[src/rtl/alu.sv]
// alu: 8-bit arithmetic/logic unit with a single registered output stage.
// Operands and select are decoded combinationally; result, carry/borrow
// and zero flag are captured together on the rising edge of clk, so the
// downstream consumers see all three outputs change on the same edge.
module alu (
    input  logic       clk,
    input  logic       rst,
    input  logic [7:0] A,
    input  logic [7:0] B,
    input  logic [3:0] ALU_Sel,
    output logic [7:0] ALU_Out,
    output logic       CarryOut,
    output logic       Z
);

    typedef enum logic [3:0] {
        OP_PASS = 4'b0000,
        OP_ADD  = 4'b0001,
        OP_SUB  = 4'b0010,
        OP_NOR  = 4'b0011,
        OP_AND  = 4'b0100,
        OP_OR   = 4'b0101,
        OP_EQ   = 4'b0110,
        OP_XOR  = 4'b0111,
        OP_LT   = 4'b1000,
        OP_GT   = 4'b1001,
        OP_NOT  = 4'b1010,
        OP_SHL  = 4'b1011,
        OP_SHR  = 4'b1100,
        OP_ROL  = 4'b1101,
        OP_ROR  = 4'b1110,
        OP_INC  = 4'b1111
    } op_e;

    op_e        op;
    logic [8:0] sum_ab;
    logic [8:0] diff_ab;
    logic [8:0] inc_a;
    logic [7:0] result;
    logic       carry;

    assign op = op_e'(ALU_Sel);

    // Shared 9-bit adders; bit 8 is the carry (ADD/INC) or the borrow (SUB).
    assign sum_ab  = {1'b0, A} + {1'b0, B};
    assign diff_ab = {1'b0, A} - {1'b0, B};
    assign inc_a   = {1'b0, A} + 9'd1;

    // Operation decode: result and carry for the selected opcode.
    always_comb begin
        result = 8'h00;
        carry  = 1'b0;
        unique case (op)
            OP_PASS: result = A;
            OP_ADD:  {carry, result} = sum_ab;
            OP_SUB:  {carry, result} = diff_ab;
            OP_NOR:  result = ~(A | B);
            OP_AND:  result = A & B;
            OP_OR:   result = A | B;
            OP_EQ:   result = {7'd0, (A == B)};
            OP_XOR:  result = A ^ B;
            OP_LT:   result = {7'd0, (A < B)};
            OP_GT:   result = {7'd0, (A > B)};
            OP_NOT:  result = ~A;
            OP_SHL: begin
                result = {A[6:0], 1'b0};
                carry  = A[7];
            end
            OP_SHR: begin
                result = {1'b0, A[7:1]};
                carry  = A[0];
            end
            OP_ROL: begin
                result = {A[6:0], A[7]};
                carry  = A[7];
            end
            OP_ROR: begin
                result = {A[0], A[7:1]};
                carry  = A[0];
            end
            OP_INC:  {carry, result} = inc_a;
            default: begin
                result = 8'h00;
                carry  = 1'b0;
            end
        endcase
    end

    // Output register; reset wins over any operation, and Z is derived
    // from the value being loaded so it always matches ALU_Out.
    always_ff @(posedge clk) begin
        if (rst) begin
            ALU_Out  <= 8'h00;
            CarryOut <= 1'b0;
            Z        <= 1'b1;
        end else begin
            ALU_Out  <= result;
            CarryOut <= carry;
            Z        <= (result == 8'h00);
        end
    end

endmodule

[config.mk]
export PLATFORM = sky130hd
export DESIGN_NAME = alu
export DESIGN_NICKNAME = d
export VERILOG_FILES = /design/src/rtl/alu.sv
export SDC_FILE = /design/constraint.sdc
export NUM_CORES = 1
export LEC_CHECK = 0
export ABC_CLOCK_PERIOD_IN_PS = 2850
export CORE_MARGIN = 10
export CORE_UTILIZATION = 40
export DETAILED_ROUTE_END_ITERATION = 16
export GPL_ROUTABILITY_DRIVEN = 0
export MAX_ROUTING_LAYER = met4
export PLACE_DENSITY = 0.71
export SLEW_MARGIN = 20
export SYNTH_ARGS = -nofsm -noshare
export SYNTH_HDL_FRONTEND = slang
export SYNTH_SLANG_ARGS = --single-unit
[constraint.sdc]
create_clock -name clk -period 2.85 [get_ports clk]
set_input_delay 0.57 -clock clk [delete_from_list [all_inputs] [get_ports clk]]
set_output_delay 0.57 -clock clk [all_outputs]
set_load 0.005 [all_outputs]
# After elaboration in Yosys (flattened, before gate mapping)
# Cells that the tools add are included.
[word_totals] regBits=10 inputBits=22 out_inout_bits=10 elab_cells=35
[op_classes] addsub=3 n_lt_le_gt_ge=2 n_eq_ne=16 n_mux=2 n_bitwise=5 n_reduce_logical=4
[ops] cell="8-bit one-hot mux with 16 select lines" n=1
[ops] cell="4-bit == test, second input constant" n=8
[ops] cell="4-bit by 3-bit == test with 1-bit output, second input constant" n=4
[ops] cell="8-bit inverter" n=2
[ops] cell="8-bit by 1-bit adder with 9-bit output, second input constant" n=1
[ops] cell="8-bit by 8-bit adder with 9-bit output" n=1
[ops] cell="8-bit by 8-bit subtractor with 9-bit output" n=1
[ops] cell="8-bit bitwise AND" n=1
[ops] cell="4-bit by 2-bit == test with 1-bit output, second input constant" n=2
[ops] cell="8-bit == test" n=1
[ops] cell="8-bit greater-than comparator" n=1
[ops] cell="8-bit zero test" n=1
[ops] cell="8-bit < comparator" n=1
[ops] cell="8-bit OR" n=1
[ops] cell="8-bit bitwise XOR" n=1
[ops] cell="1-bit one-hot mux with 5 select lines" n=1
[ops] cell="4-bit by 1-bit == test with 1-bit output, second input constant" n=1
[ops] cell="4-bit zero test" n=1
[ops] cell="2-bit OR reduction" n=2

# Logic depth before layout (Yosys ltp)
[logic_depth] depth_word=4 ltp_mapped=10 ltp_nobuf=10

# Worst setup path before layout
# Ideal clock, no wire load.
[synth_path] path_type="input to register" startpoint="input A[1]" endpoint="register Z" setup_ns=0.060 t_arrival_ns=2.516 required_time_ns=2.790 setup_slack_ns=0.274 stages=9 path_buffers=0 cell_sequence="inv_1 > ha_1 > a211oi_1 > nor3_1 > a211o_1 > a211o_1 > a31oi_1 > o2111a_1 > a41o_1"
[synth_between] elab_chain_len=4 elab_cells_between_ends=13 cone_classes="3 x add/sub; 2 x order compare; 1 x eq/ne; 1 x mux; 5 x bitwise; 1 x reduce/logical"
[synth_rtl] element="start: declaration" line_no="8" rtl="input logic [7:0] A,"
[synth_rtl] element="parallel branches: the longest is 2 deep, another holds 8-bit by 1-bit adder with 9-bit output"
[synth_rtl] element="8-bit one-hot mux with 16 select lines (*)" line_no="53" rtl="unique case (op)"
[synth_rtl] element="8-bit zero test (*)" line_no="99" rtl="Z <= (result == 8'h00);"
[synth_rtl] element="end signal: assignment" line_no="99"
[synth_rtl] element="end: declaration" line_no="13" rtl="output logic Z"
# Mark *: on every way between the ends.
# A chain may end at the register's enable or synchronous reset.

# Worst setup path in the final report
[layout_path] startpoint="input B[2]" endpoint="register Z"
[layout_between] elab_chain_len=4 elab_cells_between_ends=11 cone_classes="2 x add/sub; 2 x order compare; 1 x eq/ne; 1 x mux; 4 x bitwise; 1 x reduce/logical"
[layout_rtl] element="start: declaration" line_no="9" rtl="input logic [7:0] B,"
[layout_rtl] element="parallel branches: the longest is 2 deep, another holds 8-bit by 8-bit subtractor with 9-bit output"
[layout_rtl] element="8-bit one-hot mux with 16 select lines (*)" line_no="53"
[layout_rtl] element="8-bit zero test (*)" line_no="99"
# Marked as above.

==> metrics.csv <==
metric,value,unit
async set-or-reset flop fraction in the synthesized netlist,0,
GR Overflow Total,0,
fraction of layout instances using a drive strength above 1,0.3414,
initial cell density of the core,0.4164,
post-synthesis net count,381,
die span in y,96.18,µm
cell-by-cell trace of the critical path,"clkdlybuf4s50_1, inv_2, ha_4, buf_4, nor2b_4, nor3_2, a211o_1, a211o_1, a31oi_2, o2111a_1, a41o_1",
Buffers on Ports,31,
MaxCap Viol Count,0,
maximum clock frequency,361.7,MHz
most frequently used cell type in the post-synthesis netlist,nor2_1,
finished layout cell area,0.003704,mm²
final routed DRC violation total,0,
cell leakage power,1.614,nW
CTS clock-pin slew for the worst setup and hold paths,0.05,ns
area share of the largest cell type after synthesis,0.1402,
Clock Root Buffer,clkbuf_8,
overall via count from detail_route,3350,
Max H-tree Level,1,
top cells by area in the synthesized netlist,"ha_1 (14%), dfxtp_1 (8.6%), o21ai_0 (5.0%)",
number of distinct library cells after synthesis,65,
Crit Path Category,in2reg,
data required time of the worst path,3.03,ns
"IR drop worst, VDD",182.9,µV
final worst path period share,0.9702,
buffer levels on the longest clock path,2,
synthesized area divided by synthesized cell count,7.012,µm²
clock sink total,10,
launching element type of the critical path,primary input,
critical path data arrival time,2.94,ns
Hold Path Class,in2reg,
Horiz. Die Dim,96.18,µm
total power density per cell area,257.8,mW/mm²
synthesized instance count,331,
"Hold Vio Cnt, Final",0,
hold slack,1.090,ns
number of global-route vias before repair,3221,
Total Power Consumption,0.0009549,W
die footprint,0.009250,mm²
number of placement rows,27,
clock tree from TritonCTS,yes,
Critical Path End Type,flip-flop,
initial antenna violation count,0,
combined global-route utilization of all metal layers,0.2072,
Post-Synthesis Cell Area,0.002321,mm²
"slowest stage delay, CP",0.50,ns
sequential fraction of the synthesis area,0.08625,
routed wire length per instance,18.59,µm
antenna diode count,0,
CTS Hold Buffers Added,0,
slowest cell on the critical path,clkdlybuf4s50_1,
cell type with the highest occurrence count on the critical path,a211o_1,
slew of the pin with the lowest slew margin,0.5620,ns
number of nets still failing antenna checks after routing,0,
fin nets,505,
"Setup violations, final",0,
top cells by instance count after synthesis,"nor2_1 (27), ha_1 (26), inv_1 (24)",
detailed placer's ending HPWL,7541,µm
outcome,finished clean,
Critical Path Fanout Max,7,
total detailed-routing wirelength,9777,µm
Placeable Area,0.005574,mm²
wire length of the first global-routing pass,15310,µm
sum of buffers and inverters on the critical path,3,
Vias/cell,6.369,
cell family with most CP delay,compound AO/OA/AOI/OAI gates,
flop and latch count out of synthesis,10,
cell type with the highest aggregate area in the netlist,ha_1,
first drt pass iteration count,6,
fin crit period,2.765,ns
Layout Area Growth over Synthesis,59.57,%
maximum number of pins on one net before global-route repair,27,
total clock buffers created by CTS,3,
ys flop type,dfxtp_1,
number of I/O pins,32,
Yosys warning count,0,
instance area after placement,0.003468,mm²
sum of negative setup slack,0,ns
count of flip-flops with a built-in enable after synthesis,0,
DR iter-0 viols,571,
worst slew margin relative to its limit,0.6204,
pins over their slew limit,0,
routing by layer:
layer / GRT usage / wire length [µm] / up-vias / part of all wire
li1: - / - / 1500 / -
met1: 0.2485 / 3593 / 1478 / 0.37
met2: 0.3195 / 4312 / 302 / 0.44
met3: 0.03113 / 1229 / 70 / 0.13
met4: 0.1253 / 642 / 0 / 0.066
met5: - / 0 / - / 0
cell type report:
class,instances,area (µm²)
Clock buffer,4,55.05
Fill cell,476,1871
Inverter,26,97.59
Multi-Input combinational cell,271,2071
Sequential cell,10,200.2
Tap cell,72,90.09
Timing Repair Buffer,143,1190
state kept, by name (all words and copies together) (netlist names):
register  cells
ALU_Out       8
Z             1
CarryOut      1
report_power, final:
group / switching (W) / total (W) / internal, W
Clock: 0.0000529 / 0.000174 / 0.000121
Combinational: 0.000308 / 0.000625 / 0.000317
Sequential: 0.00000304 / 0.000156 / 0.000153
Total: 0.000364 / 0.000955 / 0.000591
timing repair:
action | in CTS | in global routing
endpoints found under the setup margin | 4 | 7
buffers inserted | 1 | 0
resized for setup | 16 | 27
pin swaps | 5 | 9
through the flow:
step	worst slack [ns]	std cells	utilization
detailed placement	-0.3987	521	0.6222
finish	0.08496	526	0.6644
CTS	0.0001616	526	0.6404
floorplan	0.2740	331	-
global route	-0.008763	526	0.6644
global placement	-0.3891	521	0.6222
worst min-delay path: stages:
cell and delay (ns):
dlymetal6s2s_1 0.15, inv_2 0.09, buf_4 0.12, o31ai_1 0.11, a31oi_2 0.17, nor3_1 0.06
path summary, 6_finish.rpt:
path              startpoint  slack [ns]  depth (start not counted)         end
hold / removal          A[2]        1.09                          6  ALU_Out[3]
setup / recovery        B[2]        0.08                         11           Z
layout by cell type, fill, tap and decap left out, types with 4 or more instances in the layout:
cell type,n
clkdlybuf4s50_1,26
mux2i_1,5
nor3_1,11
nand3_1,16
inv_2,6
o21ai_0,22
a31oi_1,6
dlygate4sd2_1,4
a21oi_1,19
dfxtp_1,10
buf_4,108
nand4_1,5
nand2b_1,5
xnor2_1,4
inv_1,20
clkbuf_8,4
nor2_1,27
o31ai_1,4
and3_1,7
nand2_1,16
nor2b_1,4
ha_4,5
ha_1,18
cell families after synthesis:
| group | share of synthesized area |
|---|---|
| AOI/OAI and AO/OA | 0.3353 |
| xor gates and xnor gates | 0.02264 |
| adders and majority gates | 0.1617 |
| buffers and inverters | 0.09542 |
| DFF | 0.08625 |
| muxes | 0.02642 |
| and+or+nand+nor | 0.2722 |
Power figures use the tool's default switching activity.
